$ cat config.mk
export PLATFORM = sky130hd
export DESIGN_NAME = mem_port_arbiter
export DESIGN_NICKNAME = d
export VERILOG_FILES = /design/src/rtl/cpu_pkg.sv /design/src/rtl/arb_counter.sv /design/src/rtl/mem_port_arbiter.sv
export SDC_FILE = /design/constraint.sdc
export NUM_CORES = 1
export LEC_CHECK = 0
export CORE_MARGIN = 3
export CORE_UTILIZATION = 42
export DETAILED_ROUTE_END_ITERATION = 10
export PLACE_DENSITY = 0.91
export SETUP_SLACK_MARGIN = 0.15
export SYNTH_ARGS = -nofsm -noshare
export SYNTH_HDL_FRONTEND = slang
export SYNTH_HIERARCHICAL = 1
export SYNTH_SLANG_ARGS = --single-unit
export TNS_END_PERCENT = 1
$ cat constraint.sdc
create_clock -name clk -period 2.6 [get_ports clk]
set_input_delay 0.52 -clock clk [delete_from_list [all_inputs] [get_ports clk]]
set_output_delay 0.52 -clock clk [all_outputs]
set_load 0.03 [all_outputs]
$ cat src/rtl/cpu_pkg.sv
// Types and constants shared by the CPU stage modules and the memory port arbiter.
package cpu_pkg;

    localparam int WORD_ADDR_W = 30;
    localparam int WORD_DATA_W = 32;

    localparam logic [31:0] RESET_PC = 32'h0000_0000;
    localparam logic [31:0] ROM_BASE = 32'h0000_0000;
    localparam logic [31:0] RAM_BASE = 32'h1000_0000;
    localparam logic [31:0] IO_BASE  = 32'h2000_0000;

    typedef enum logic [1:0] {
        IDLE   = 2'd0,
        BUSY_I = 2'd1,
        BUSY_D = 2'd2
    } arb_state_t;

endpackage

$ cat src/rtl/arb_counter.sv
// Small saturating up-counter with synchronous clear; clear wins over increment.
module arb_counter #(
    parameter int WIDTH = 4,
    parameter int MAX   = 15
) (
    input  logic             clk,
    input  logic             reset,
    input  logic             clr,
    input  logic             inc,
    output logic [WIDTH-1:0] count
);

    localparam logic [WIDTH-1:0] MAX_V = WIDTH'(MAX);
    localparam logic [WIDTH-1:0] ONE   = WIDTH'(1);

    logic [WIDTH-1:0] count_reg;
    logic [WIDTH-1:0] count_next;

    always_comb begin
        count_next = count_reg;
        if (clr) begin
            count_next = '0;
        end else if (inc && (count_reg != MAX_V)) begin
            count_next = count_reg + ONE;
        end
    end

    always_ff @(posedge clk) begin
        if (reset) begin
            count_reg <= '0;
        end else begin
            count_reg <= count_next;
        end
    end

    assign count = count_reg;

endmodule

$ cat src/rtl/mem_port_arbiter.sv
// Shares one word-addressed memory port between instruction fetch and the load/store path,
// with data priority, a fetch starvation bound and a per-transaction timeout.
module mem_port_arbiter
    import cpu_pkg::*;
#(
    parameter int ADDR_W     = WORD_ADDR_W,
    parameter int DATA_W     = WORD_DATA_W,
    parameter int STARVE_MAX = 4,
    parameter int TIMEOUT    = 64
) (
    input  logic              clk,
    input  logic              reset,
    input  logic              i_req,
    input  logic [ADDR_W-1:0] i_addr,
    output logic              i_ack,
    output logic [DATA_W-1:0] i_rdata,
    input  logic              d_req,
    input  logic              d_we,
    input  logic [ADDR_W-1:0] d_addr,
    input  logic [DATA_W-1:0] d_wdata,
    output logic              d_ack,
    output logic [DATA_W-1:0] d_rdata,
    output logic              err,
    output logic              mem_req,
    output logic              mem_we,
    output logic [ADDR_W-1:0] mem_addr,
    output logic [DATA_W-1:0] mem_wdata,
    input  logic              mem_ack,
    input  logic [DATA_W-1:0] mem_rdata
);

    localparam logic [3:0] STARVE_LIM = 4'(STARVE_MAX);
    localparam logic [7:0] TO_LAST    = 8'(TIMEOUT - 1);

    arb_state_t        state_reg, state_next;
    logic              mem_req_reg, mem_req_next;
    logic              mem_we_reg, mem_we_next;
    logic [ADDR_W-1:0] mem_addr_reg, mem_addr_next;
    logic [DATA_W-1:0] mem_wdata_reg, mem_wdata_next;
    logic              i_ack_reg, i_ack_next;
    logic              d_ack_reg, d_ack_next;
    logic              err_reg, err_next;
    logic [DATA_W-1:0] i_rdata_reg, i_rdata_next;
    logic [DATA_W-1:0] d_rdata_reg, d_rdata_next;

    logic       starve_clr, starve_inc;
    logic       to_clr, to_inc;
    logic [3:0] starve_cnt;
    logic [7:0] to_cnt;

    logic              cand_i, cand_d;
    logic              timeout_hit;
    logic [DATA_W-1:0] done_rdata;

    arb_counter #(.WIDTH(4), .MAX(STARVE_MAX)) u_starve_cnt (
        .clk   (clk),
        .reset (reset),
        .clr   (starve_clr),
        .inc   (starve_inc),
        .count (starve_cnt)
    );

    arb_counter #(.WIDTH(8), .MAX(255)) u_to_cnt (
        .clk   (clk),
        .reset (reset),
        .clr   (to_clr),
        .inc   (to_inc),
        .count (to_cnt)
    );

    // A requester in its ack cycle is still holding req for the finished transaction.
    assign cand_i      = i_req && !i_ack_reg;
    assign cand_d      = d_req && !d_ack_reg;
    assign timeout_hit = (TIMEOUT != 0) && (to_cnt == TO_LAST);
    assign done_rdata  = mem_we_reg ? '0 : mem_rdata;

    always_comb begin
        state_next     = state_reg;
        mem_req_next   = mem_req_reg;
        mem_we_next    = mem_we_reg;
        mem_addr_next  = mem_addr_reg;
        mem_wdata_next = mem_wdata_reg;
        i_rdata_next   = i_rdata_reg;
        d_rdata_next   = d_rdata_reg;
        i_ack_next     = 1'b0;
        d_ack_next     = 1'b0;
        err_next       = 1'b0;
        starve_clr     = 1'b0;
        starve_inc     = 1'b0;
        to_clr         = 1'b0;
        to_inc         = 1'b0;

        case (state_reg)
            IDLE: begin
                if (cand_d && (!cand_i || (starve_cnt < STARVE_LIM))) begin
                    state_next     = BUSY_D;
                    mem_req_next   = 1'b1;
                    mem_we_next    = d_we;
                    mem_addr_next  = d_addr;
                    mem_wdata_next = d_wdata;
                    to_clr         = 1'b1;
                    starve_inc     = i_req;
                    starve_clr     = !i_req;
                end else if (cand_i) begin
                    state_next     = BUSY_I;
                    mem_req_next   = 1'b1;
                    mem_we_next    = 1'b0;
                    mem_addr_next  = i_addr;
                    mem_wdata_next = '0;
                    to_clr         = 1'b1;
                    starve_clr     = 1'b1;
                end
            end

            BUSY_I, BUSY_D: begin
                // mem_ack wins over a timeout landing in the same cycle.
                if (mem_ack || timeout_hit) begin
                    state_next   = IDLE;
                    mem_req_next = 1'b0;
                    err_next     = !mem_ack;
                    if (state_reg == BUSY_I) begin
                        i_ack_next   = 1'b1;
                        i_rdata_next = mem_ack ? done_rdata : '0;
                    end else begin
                        d_ack_next   = 1'b1;
                        d_rdata_next = mem_ack ? done_rdata : '0;
                    end
                end else begin
                    to_inc = 1'b1;
                end
            end

            default: begin
                state_next   = IDLE;
                mem_req_next = 1'b0;
            end
        endcase
    end

    always_ff @(posedge clk) begin
        if (reset) begin
            state_reg     <= IDLE;
            mem_req_reg   <= 1'b0;
            mem_we_reg    <= 1'b0;
            mem_addr_reg  <= '0;
            mem_wdata_reg <= '0;
            i_ack_reg     <= 1'b0;
            d_ack_reg     <= 1'b0;
            err_reg       <= 1'b0;
            i_rdata_reg   <= '0;
            d_rdata_reg   <= '0;
        end else begin
            state_reg     <= state_next;
            mem_req_reg   <= mem_req_next;
            mem_we_reg    <= mem_we_next;
            mem_addr_reg  <= mem_addr_next;
            mem_wdata_reg <= mem_wdata_next;
            i_ack_reg     <= i_ack_next;
            d_ack_reg     <= d_ack_next;
            err_reg       <= err_next;
            i_rdata_reg   <= i_rdata_next;
            d_rdata_reg   <= d_rdata_next;
        end
    end

    assign mem_req   = mem_req_reg;
    assign mem_we    = mem_we_reg;
    assign mem_addr  = mem_addr_reg;
    assign mem_wdata = mem_wdata_reg;
    assign i_ack     = i_ack_reg;
    assign d_ack     = d_ack_reg;
    assign err       = err_reg;
    assign i_rdata   = i_rdata_reg;
    assign d_rdata   = d_rdata_reg;

endmodule
==> results of run 1 <==
-- power by group through the flow --
stage | clock network [W] | registers, W | logic (W)
after global routing | 0.00259 | 0.00251 | 0.00164
final | 0.00246 | 0.00249 | 0.00154
after global placement | 0 | 0.00252 | 0.00151
after floorplan | 0 | 0.00284 | 0.000572
after detailed placement | 0 | 0.00253 | 0.00153
after CTS | 0.00250 | 0.00249 | 0.00155
-- worst max-delay path by stage --
stage                                    from  cells past startpoint  slack [ps]                                  to
final                     mem_we$_SDFFE_PP0P_                      1         550                              mem_we
after global routing      mem_we$_SDFFE_PP0P_                      1         490                              mem_we
after CTS                 mem_we$_SDFFE_PP0P_                      1         530                              mem_we
after detailed placement                d_req                      8         330  u_starve_cnt/count[3]$_SDFFE_PP0P_
after global placement                mem_ack                      6         400      u_to_cnt/count[5]$_SDFFE_PP0P_
after floorplan              d_ack$_SDFF_PP0_                      7         730      u_to_cnt/count[1]$_SDFFE_PP0P_
-- stage by stage --
step                      setup WS, ps  area [um^2]  cells  hold slack, ps  utilization (%)
after global routing               493         9150   1036             479             68.0
after global placement             398         8560   1009             443             63.6
final                              545         9150   1036             454             68.0
after CTS                          530         9150   1036             457             68.0
after floorplan                    728         5850    602             456                -
after detailed placement           335         8560   1009             448             63.6
-- layer usage --
metal,global-route usage (%),routed length [um]
met5,0,0
met4,10.7,624
met3,7.81,1370
met2,36.5,8090
met1,23.6,6480
-- cells by family after synthesis --
kind of cell             Yosys count  synth area share, %
AO/OA/AOI/OAI                    119                 13.0
adder cells (fa/ha/maj)            5                 1.07
buffers and inverters             52                 5.43
flip-flops                       145                 49.6
multiplexers                      99                 16.9
AND/OR/NAND/NOR                  182                 13.9
-- cell type report --
cell class | count | area (um^2) | share of cell area, %
tap | 176 | 220 | 2.41
clock buffer | 20 | 447 | 4.88
clock inverter | 7 | 138 | 1.50
sequential | 145 | 2900 | 31.7
multi-input combinational | 405 | 2650 | 29.0
inverter | 10 | 37.5 | 0.410
timing repair buffer | 273 | 2750 | 30.1
-- cells in the final DEF (no fill, tap or decap), types with 4 or more instances in the layout --
cell type | synthesis | routed
sky130_fd_sc_hd__buf_4 | 2 | 9
sky130_fd_sc_hd__or3_1 | 4 | 4
sky130_fd_sc_hd__nand2_1 | 105 | 105
sky130_fd_sc_hd__dfxtp_1 | 145 | 145
sky130_fd_sc_hd__o21ai_0 | 25 | 25
sky130_fd_sc_hd__inv_1 | 8 | 8
sky130_fd_sc_hd__a21oi_1 | 37 | 37
sky130_fd_sc_hd__nor2_1 | 40 | 40
sky130_fd_sc_hd__ha_1 | 5 | 5
sky130_fd_sc_hd__buf_12 | 3 | 4
sky130_fd_sc_hd__nand3_1 | 6 | 6
sky130_fd_sc_hd__a22oi_1 | 33 | 33
sky130_fd_sc_hd__bufinv_16 | 0 | 4
sky130_fd_sc_hd__o21ai_1 | 8 | 8
sky130_fd_sc_hd__clkdlybuf4s50_1 | 0 | 260
sky130_fd_sc_hd__clkbuf_16 | 0 | 17
sky130_fd_sc_hd__and3_1 | 5 | 5
sky130_fd_sc_hd__mux2i_1 | 99 | 99
==> key figures, run 1 <==
Global routing
  • Maximum number of pins on one net before global-route repair: 98
  • Grt ovf: 0
  • Number of global-route vias before repair: 5,386
  • GRT Util Overall: 21.5%
  • Number of antenna violations at the first check in global routing: 0
  • First-pass GRT wire length: 26.0 mm

STA
  • Clock Skew: between 10 and 15 ps
  • Part of the cycle the worst path needs: 79.0%
  • Setup repair after global routing missed its margin: false
  • Transition time at the pin with the least slew margin: 454 ps
  • Worst max-slew margin expressed relative to the limit: 69.6%
  • Final hold violation count: 0
  • Timing-limited maximum frequency: 487 MHz
  • Post-layout minimum cycle time: 2050 ps
  • Pins Over Slew Limit: 0
  • Setup_tns: 0 ps
  • Final setup violation count: 0

Pwr
  • Pwr Density: 709 mW/mm^2
  • Worst ir drop on vdd: between 0.0004 and 0.0005 V
  • Combinational cell fraction of total power: 23.7%
  • Portion of total power attributed to sequential cells: 38.4%
  • Clock share of power: a little under two fifths
  • Internal power consumption: 0.00468 W
  • Power Total: 0.00648 W
  • Switch share: 27.8%
  • Switching power total: 0.00180 W
  • Leakage power total: 3.64 nW

Critical path
  • Highest cell delay on the worst timing path: 730 ps
  • Count of buffering cells on the critical path with inverters included: 1
  • Kind of cell adding the most delay to the critical path: buffers and inverters
  • Register-to-Register Setup Slack: 640 ps
  • Number of cell instances on the worst register-to-register path: 7
  • Required time of the critical path: roughly 2100 ps
  • CP Max Fanout: 3
  • Kind of critical path: reg -> out
  • Endpoint kind of the worst setup timing path: primary output
  • Crit-path cells: clkdlybuf4s50_1
  • Worst path arrival time: 1530 ps
  • Cell with the largest stage delay on the worst path: sky130_fd_sc_hd__clkdlybuf4s50_1
  • Reg2reg start: state_reg[0]$_SDFFE_PP0P_
  • Capture point of the worst reg-to-reg path: u_to_cnt/count[5]$_SDFFE_PP0P_
  • Kind of start point of the critical path: register

Synth
  • Post-synth top cells: 145 x sky130_fd_sc_hd__dfxtp_1, 105 x sky130_fd_sc_hd__nand2_1, 99 x sky130_fd_sc_hd__mux2i_1, 40 x sky130_fd_sc_hd__nor2_1, 37 x sky130_fd_sc_hd__a21oi_1
  • Most numerous cell in the Yosys netlist: sky130_fd_sc_hd__dfxtp_1
  • Top post-synthesis cells by area: sky130_fd_sc_hd__dfxtp_1 50%, sky130_fd_sc_hd__mux2i_1 17%, sky130_fd_sc_hd__nand2_1 6.7%
  • Count of yosys warnings during synthesis: 6
  • Library cells used by synthesis: 44
  • Ys async rst share: 0%
  • Synthesized flop and latch total: 145
  • Proportion of netlist area held by the largest area contributor: 49.6%
  • Number of synthesized flops with an enable pin: 0
  • Average instance area after synthesis: 9.72 um^2
  • Post-Syn Instances: 602
  • Most area-hungry cell type in the Yosys netlist: sky130_fd_sc_hd__dfxtp_1
  • Sequential share of the synthesized area: 49.6%
  • Leading register cell type out of synthesis: sky130_fd_sc_hd__dfxtp_1
  • Area of the mapped netlist: 0.00585 mm^2
  • Total nets after synthesis: 737

Clock tree
  • CTS clock-pin slew for the worst setup and hold paths: 60 ps
  • Later-pin clock latency in the skew report: 420 ps
  • Maximum root-to-sink buffer count: 2
  • Post-CTS Repair Setup Buffers: 0
  • H-Tree Depth: 4
  • Cell at the root of the clock tree: sky130_fd_sc_hd__clkbuf_16
  • Number of hold-repair buffers added at the cts stage: 0
  • Clock tree from TritonCTS: done
  • CTS sink cnt: 145
  • Clock buffer count from CTS: 17
  • CTS-repair resized insts: 0

Floorplan
  • Area enclosed by the die boundary: 0.0154 mm^2
  • Effective utilization at floorplan: 43.5%
  • Area of the core: 0.0135 mm^2
  • I/O pin cnt: 261
  • Number of rows created at floorplan: 42
  • Die Span Y: roughly 120 um
  • Width of the die: ~120 um

Cells and area
  • Synth-to-layout area growth: 56.3%
  • Layout cells sized above 1: 6.05%
  • Final net count: 987
  • Diode count: 0
  • Final-layout fill cell count: 1,028

Routing
  • Total iterations of the first detailed-routing run: 5
  • DR DRC count: 0
  • Count of nets left with antenna violations after detail routing: 0
  • Post-detailed-routing wire length: approximately 17 mm
  • Detailed-route wire length per cell: 16.0 um
  • Routed vias: approximately 5,300
  • Vias per cell: slightly above 5
  • Initial DRC Count: ~240

Placement
  • Final weighted congestion in routability-driven placement: 0.759
  • Post-DP HPWL: 11.7 mm
  • I/O Buffers: 260

Flow run
  • Max-capacitance violation count: 0

Min path
  • Hold path depth: 2
  • Type of the tightest min-delay check: reg -> reg
  • Worst hold start: i_rdata[27]$_SDFFE_PP0P_
  • End point of the most critical hold path: i_rdata[27]$_SDFFE_PP0P_

Run status
  • Outcome: completed
Note: power is estimated with default switching activity, not from simulation.
==> run 2: changes to the inputs <==
- clock period: 2.6 -> 2 ns (I/O delays scaled with it)
==> key figures, run 2 (synthesis results as in run 1) <==
Global routing
  • Number of global-route vias before repair: 5,290 (-1.8%)
  • GRT Util Overall: 21.8% (+0.29 points)
  • Grt ovf: 0 (unchanged)
  • Number of antenna violations at the first check in global routing: 0 (unchanged)
  • First-pass GRT wire length: 26.2 mm (+0.61%)
  • Maximum number of pins on one net before global-route repair: 54 (-45%)

Run status
  • Outcome: completed

Flow run
  • Max-capacitance violation count: 0 (unchanged)

Pwr
  • Pwr Density: 919 mW/mm^2 (+30%)
  • Worst ir drop on vdd: 0.000620 V (+37%)
  • Power Total: 0.00858 W (+32%)
  • Leakage power total: 3.77 nW (+3.5%)

Cells and area
  • Final net count: 1,001 (+1.4%)
  • Synth-to-layout area growth: 59.7%
  • Most common cell after layout, fill and taps aside: sky130_fd_sc_hd__clkdlybuf4s50_1
  • Top library cells by usage in the layout, fill and taps aside: 258 x sky130_fd_sc_hd__clkdlybuf4s50_1, 144 x sky130_fd_sc_hd__dfxtp_1, 105 x sky130_fd_sc_hd__nand2_1, 99 x sky130_fd_sc_hd__mux2i_1, 40 x sky130_fd_sc_hd__nor2_1
  • Layout cells sized above 1: 8.30% (+2.3 points)
  • Final-layout fill cell count: 980 (-4.7%)
  • Diode count: 0 (unchanged)

Critical path
  • Kind of start point of the critical path: register
  • Highest cell delay on the worst timing path: 740 ps (about the same)
  • CP Max Fanout: 2 (-1)
  • Cell with the largest stage delay on the worst path: sky130_fd_sc_hd__clkdlybuf4s50_1
  • Endpoint kind of the worst setup timing path: primary output
  • Count of buffering cells on the critical path with inverters included: 1 (unchanged)
  • Required time of the critical path: 1600 ps (-480 ps)
  • Kind of cell adding the most delay to the critical path: buffers and inverters
  • Worst path arrival time: 1510 ps (-20 ps)
  • Kind of critical path: reg -> out
  • Crit-path cells: clkdlybuf4s50_1
  • Register-to-Register Setup Slack: 190 ps (-450 ps)

STA
  • Part of the cycle the worst path needs: a little over nine tenths
  • Pins Over Slew Limit: 0 (unchanged)
  • Timing-limited maximum frequency: 524 MHz
  • Final hold violation count: 0 (unchanged)
  • Setup repair after global routing missed its margin: true
  • Post-layout minimum cycle time: 1910 ps
  • Worst max-slew margin expressed relative to the limit: 73.6% (+3.9 points)
  • Final setup violation count: 0 (unchanged)
  • Transition time at the pin with the least slew margin: 395 ps (-58.8 ps)
  • Clock Skew: 10.7 ps (-2.90 ps)
  • Setup slack after layout: 92.4 ps (-453 ps)

Clock tree
  • Later-pin clock latency in the skew report: 420 ps (about the same)
  • CTS clock-pin slew for the worst setup and hold paths: 60 ps (about the same)
  • Clock tree from TritonCTS: done
  • H-Tree Depth: 4 (unchanged)
  • Maximum root-to-sink buffer count: 2 (unchanged)
  • CTS sink cnt: 145 (unchanged)
  • Cell at the root of the clock tree: sky130_fd_sc_hd__clkbuf_16
  • Clock buffer count from CTS: 17 (unchanged)
  • Number of hold-repair buffers added at the cts stage: 0 (unchanged)

Placement
  • Post-DP HPWL: 12.1 mm (+3.3%)
  • Final weighted congestion in routability-driven placement: 0.800 (+5.4%)
  • I/O Buffers: 260 (unchanged)
  • Setup slack after placement: -63.5 ps (-398 ps)

Floorplan
  • Die Span Y: 124 um (unchanged)
  • Number of rows created at floorplan: 42 (unchanged)
  • Width of the die: 124 um (unchanged)
  • Area of the core: 0.0135 mm^2 (unchanged)
  • I/O pin cnt: 261 (unchanged)
  • Effective utilization at floorplan: 43.5% (unchanged)
  • Area enclosed by the die boundary: 0.0154 mm^2 (unchanged)

Min path
  • Type of the tightest min-delay check: reg -> reg

Routing
  • Vias per cell: 5.03 (-2.0%)
  • Total iterations of the first detailed-routing run: 4 (-1)
  • Count of nets left with antenna violations after detail routing: 0 (unchanged)
  • Post-detailed-routing wire length: 16.9 mm (+1.9%)
  • DR DRC count: 0 (unchanged)
  • Initial DRC Count: 245 (+0.41%)
  • Detailed-route wire length per cell: 16.0 um (+0.11%)
  • Routed vias: 5,303 (-0.19%)
run 2: cell type report:
type	count	area, um^2	area share (%)
inverter	10	37.5	0.402
timing repair buffer	287	2920	31.2
multi-input combinational	405	2650	28.4
clock inverter	11	151	1.62
tap	176	220	2.36
sequential	145	2900	31.1
clock buffer	21	460	4.93
run 2: final timing paths:
path                                                start                        endpoint  cells after the start
worst min-delay path             d_rdata[17]$_SDFFE_PP0P_        d_rdata[17]$_SDFFE_PP0P_                      2
worst max register to register  state_reg[1]$_SDFFE_PP0P_  u_to_cnt/count[5]$_SDFFE_PP0P_                      7
worst min register to register   d_rdata[17]$_SDFFE_PP0P_        d_rdata[17]$_SDFFE_PP0P_                      2
worst max-delay path                 mem_req$_SDFFE_PP0P_                         mem_req                      1
run 2: report_power, final:
| part | switching, W | leakage [nW] | internal (W) |
|---|---|---|---|
| combinational | 0.00112 | 2.29 | 0.000956 |
| sequential | 0.000119 | 1.18 | 0.00311 |
| clock | 0.00123 | 0.299 | 0.00204 |
run 2: layer usage:
layer	vias up	part of all wire (%)	GRT usage, %	wire length [um]
li1	2628	-	-	-
met1	2473	39	24.5	6650
met2	184	51	38.4	8650
met3	18	8.1	8.13	1370
met4	0	1.3	6.50	215
met5	-	0	0	0
run 2: repair_timing:
item	4_1_cts	5_1_grt
gates resized for setup	1	3
endpoints found under the setup margin	70	131
buffers inserted	0	1
hold endpoints to repair	0	0
run 2: through the flow:
stage	setup TNS [ps]	cell area [um^2]	hold slack, ps	utilization (%)	instances
5_1_grt	0	9340	481	69.5	1055
4_1_cts	0	9330	458	69.4	1054
3_5_place_dp	-82.8	8720	448	64.8	1022
2_1_floorplan	0	5850	456	-	602
6_report	0	9340	453	69.5	1055
3_3_place_gp	0	8720	442	64.8	1022
==> run 3: changes to the inputs <==
- CORE_MARGIN: 3 -> default
==> key figures, run 3 (synthesis results as in run 1) <==
STA
  • Setup_tns: 0 ps (unchanged)
  • Pins Over Slew Limit: 0 (unchanged)
  • Transition time at the pin with the least slew margin: 411 ps (+15.7 ps)
  • Worst hold margin: 455 ps (+2.28 ps)
  • Part of the cycle the worst path needs: 94.1% (-1.2 points)
  • Final setup violation count: 0 (unchanged)
  • Timing-limited maximum frequency: 531 MHz (+1.3%)
  • Post-layout minimum cycle time: 1880 ps (-24.9 ps)
  • Worst max-slew margin expressed relative to the limit: 72.6% (-1.0 points)
  • Setup repair after global routing missed its margin: true
  • Clock Skew: 7.92 ps (-2.82 ps)
  • Final hold violation count: 0 (unchanged)

Global routing
  • GRT Util Overall: 23.2% (+1.4 points)
  • Grt ovf: 0 (unchanged)
  • First-pass GRT wire length: 26.3 mm (+0.53%)
  • Number of antenna violations at the first check in global routing: 0 (unchanged)
  • Maximum number of pins on one net before global-route repair: 51 (-5.6%)
  • Number of global-route vias before repair: 5,429 (+2.6%)

Floorplan
  • Number of rows created at floorplan: 42 (unchanged)
  • Area of the core: 0.0134 mm^2 (-0.39%)
  • I/O pin cnt: 261 (unchanged)
  • Width of the die: 120 um (-3.2%)
  • Area enclosed by the die boundary: 0.0144 mm^2 (-6.3%)
  • Effective utilization at floorplan: 43.7% (+0.17 points)
  • Die Span Y: 120 um (-3.2%)

Clock tree
  • Later-pin clock latency in the skew report: 400 ps (-20 ps)
  • H-Tree Depth: 4 (unchanged)
  • Clock tree from TritonCTS: done
  • Maximum root-to-sink buffer count: 2 (unchanged)
  • Cell at the root of the clock tree: sky130_fd_sc_hd__clkbuf_16
  • Clock buffer count from CTS: 17 (unchanged)
  • CTS sink cnt: 145 (unchanged)
  • CTS clock-pin slew for the worst setup and hold paths: 60 ps (about the same)

Cells and area
  • Cell Count, Final, Fillers Out: 1,049 (-0.57%)
  • Final Instance Area: 0.00931 mm^2 (-0.39%)
  • Top library cells by usage in the layout, fill and taps aside: 258 x sky130_fd_sc_hd__clkdlybuf4s50_1, 144 x sky130_fd_sc_hd__dfxtp_1, 105 x sky130_fd_sc_hd__nand2_1, 99 x sky130_fd_sc_hd__mux2i_1, 40 x sky130_fd_sc_hd__nor2_1
  • Final net count: 999 (-0.20%)
  • Final-layout fill cell count: 981 (+0.10%)
  • Most common cell after layout, fill and taps aside: sky130_fd_sc_hd__clkdlybuf4s50_1
  • Synth-to-layout area growth: 59.1%
  • Diode count: 0 (unchanged)
  • Layout cells sized above 1: 7.56% (-0.74 points)

Critical path
  • Crit-path cells: clkdlybuf4s50_1
  • Required time of the critical path: 1600 ps (about the same)
  • Kind of critical path: reg -> out
  • Cell with the largest stage delay on the worst path: sky130_fd_sc_hd__clkdlybuf4s50_1
  • Highest cell delay on the worst timing path: 710 ps (-30 ps)
  • Worst path arrival time: 1480 ps (-30 ps)
  • CP Max Fanout: 3 (+1)
  • Endpoint kind of the worst setup timing path: primary output
  • Count of buffering cells on the critical path with inverters included: 1 (unchanged)
  • Kind of cell adding the most delay to the critical path: buffers and inverters
  • Kind of start point of the critical path: register

Routing
  • Total iterations of the first detailed-routing run: 5 (+1)
  • DR DRC count: 0 (unchanged)
  • Post-detailed-routing wire length: 16.6 mm (-1.5%)
  • Detailed-route wire length per cell: 15.9 um (-0.96%)
  • Initial DRC Count: 289 (+18%)
  • Count of nets left with antenna violations after detail routing: 0 (unchanged)
  • Vias per cell: 5.10 (+1.4%)
  • Routed vias: 5,349 (+0.87%)

Placement
  • Final weighted congestion in routability-driven placement: 0.809 (+1.1%)
  • I/O Buffers: 260 (unchanged)
  • Placed Instance Area: 0.00876 mm^2 (+0.40%)
  • Inst Count DP: 1,020 (-0.20%)
  • Post-DP HPWL: 11.6 mm (-4.3%)

Min path
  • Type of the tightest min-delay check: reg -> reg

Pwr
  • Pwr Density: 893 mW/mm^2 (-2.8%)
  • Internal power consumption: 0.00593 W (-3.0%)
  • Power Total: 0.00831 W (-3.2%)
  • Worst ir drop on vdd: 0.000482 V (-22%)
  • Switching power total: 0.00238 W (-3.7%)
  • Switch share: 28.6% (-0.14 points)
  • Leakage power total: 3.75 nW (-0.64%)
  • Clock share of power: 35.7% (-2.5 points)
  • Portion of total power attributed to sequential cells: 38.9% (+1.2 points)
  • Combinational cell fraction of total power: 25.3% (+1.1 points)

Flow run
  • Max-capacitance violation count: 0 (unchanged)

Run status
  • Outcome: completed
==> run 3: cell types whose count changed in the layout (fill, tap and decap cells not counted), sizes merged <==
cell,previous run,this run
clkinv,3,5
bufinv,3,2
inv,14,10
clkinvlp,1,0
buf,27,25
==> run 3: metrics by stage <==
stage          setup slack (ps)  util, %
5_1_grt                    65.4     69.5
3_5_place_dp              -80.7     65.3
2_1_floorplan               128        -
3_3_place_gp              -19.3     65.3
6_report                    117     69.5
4_1_cts                    68.1     69.4
==> run 3: final cells by class <==
| type | count | area, um^2 | area share [%] |
|---|---|---|---|
| clock buffers | 21 | 450 | 4.84 |
| clock inverters | 7 | 88.8 | 0.954 |
| inverters | 10 | 37.5 | 0.403 |
| multi-input cells | 405 | 2650 | 28.5 |
| flip-flops and latches | 145 | 2900 | 31.2 |
| well taps | 176 | 220 | 2.37 |
| repair buffers | 285 | 2950 | 31.7 |
==> run 3: worst paths after layout <==
| path | startpoint | to | slack, ps | cells past startpoint |
|---|---|---|---|---|
| max | i_ack$_SDFF_PP0_ | i_ack | 120 | 1 |
| min | d_rdata[13]$_SDFFE_PP0P_ | d_rdata[13]$_SDFFE_PP0P_ | 450 | 2 |
| max reg2reg | state_reg[1]$_SDFFE_PP0P_ | u_to_cnt/count[5]$_SDFFE_PP0P_ | 180 | 7 |
| min reg2reg | d_rdata[13]$_SDFFE_PP0P_ | d_rdata[13]$_SDFFE_PP0P_ | 450 | 2 |
==> run 3: what timing repair did <==
item                                    4_1_cts  5_1_grt
endpoints found under the setup margin       26      112
gates resized for setup                       1        4
hold buffers                                  0        0
endpoints found under the hold margin         0        0
setup buffers                                 0        1
==> run 3: routing by layer <==
layer  part of all wire [%]  track usage [%]  vias up
met5                      0                0        -
met4                    1.7             9.61        0
met3                    6.5             7.13       16
met2                     52             41.6      194
met1                     39             25.2     2516
li1                       -                -     2623
==> run 3: power by group through the flow <==
stage	registers, W	clock network (W)	logic [W]
2_1_floorplan	0.00370	0	0.000743
3_3_place_gp	0.00328	0	0.00206
3_5_place_dp	0.00329	0	0.00209
4_1_cts	0.00323	0.00302	0.00211
5_1_grt	0.00326	0.00315	0.00223
6_report	0.00323	0.00297	0.00210
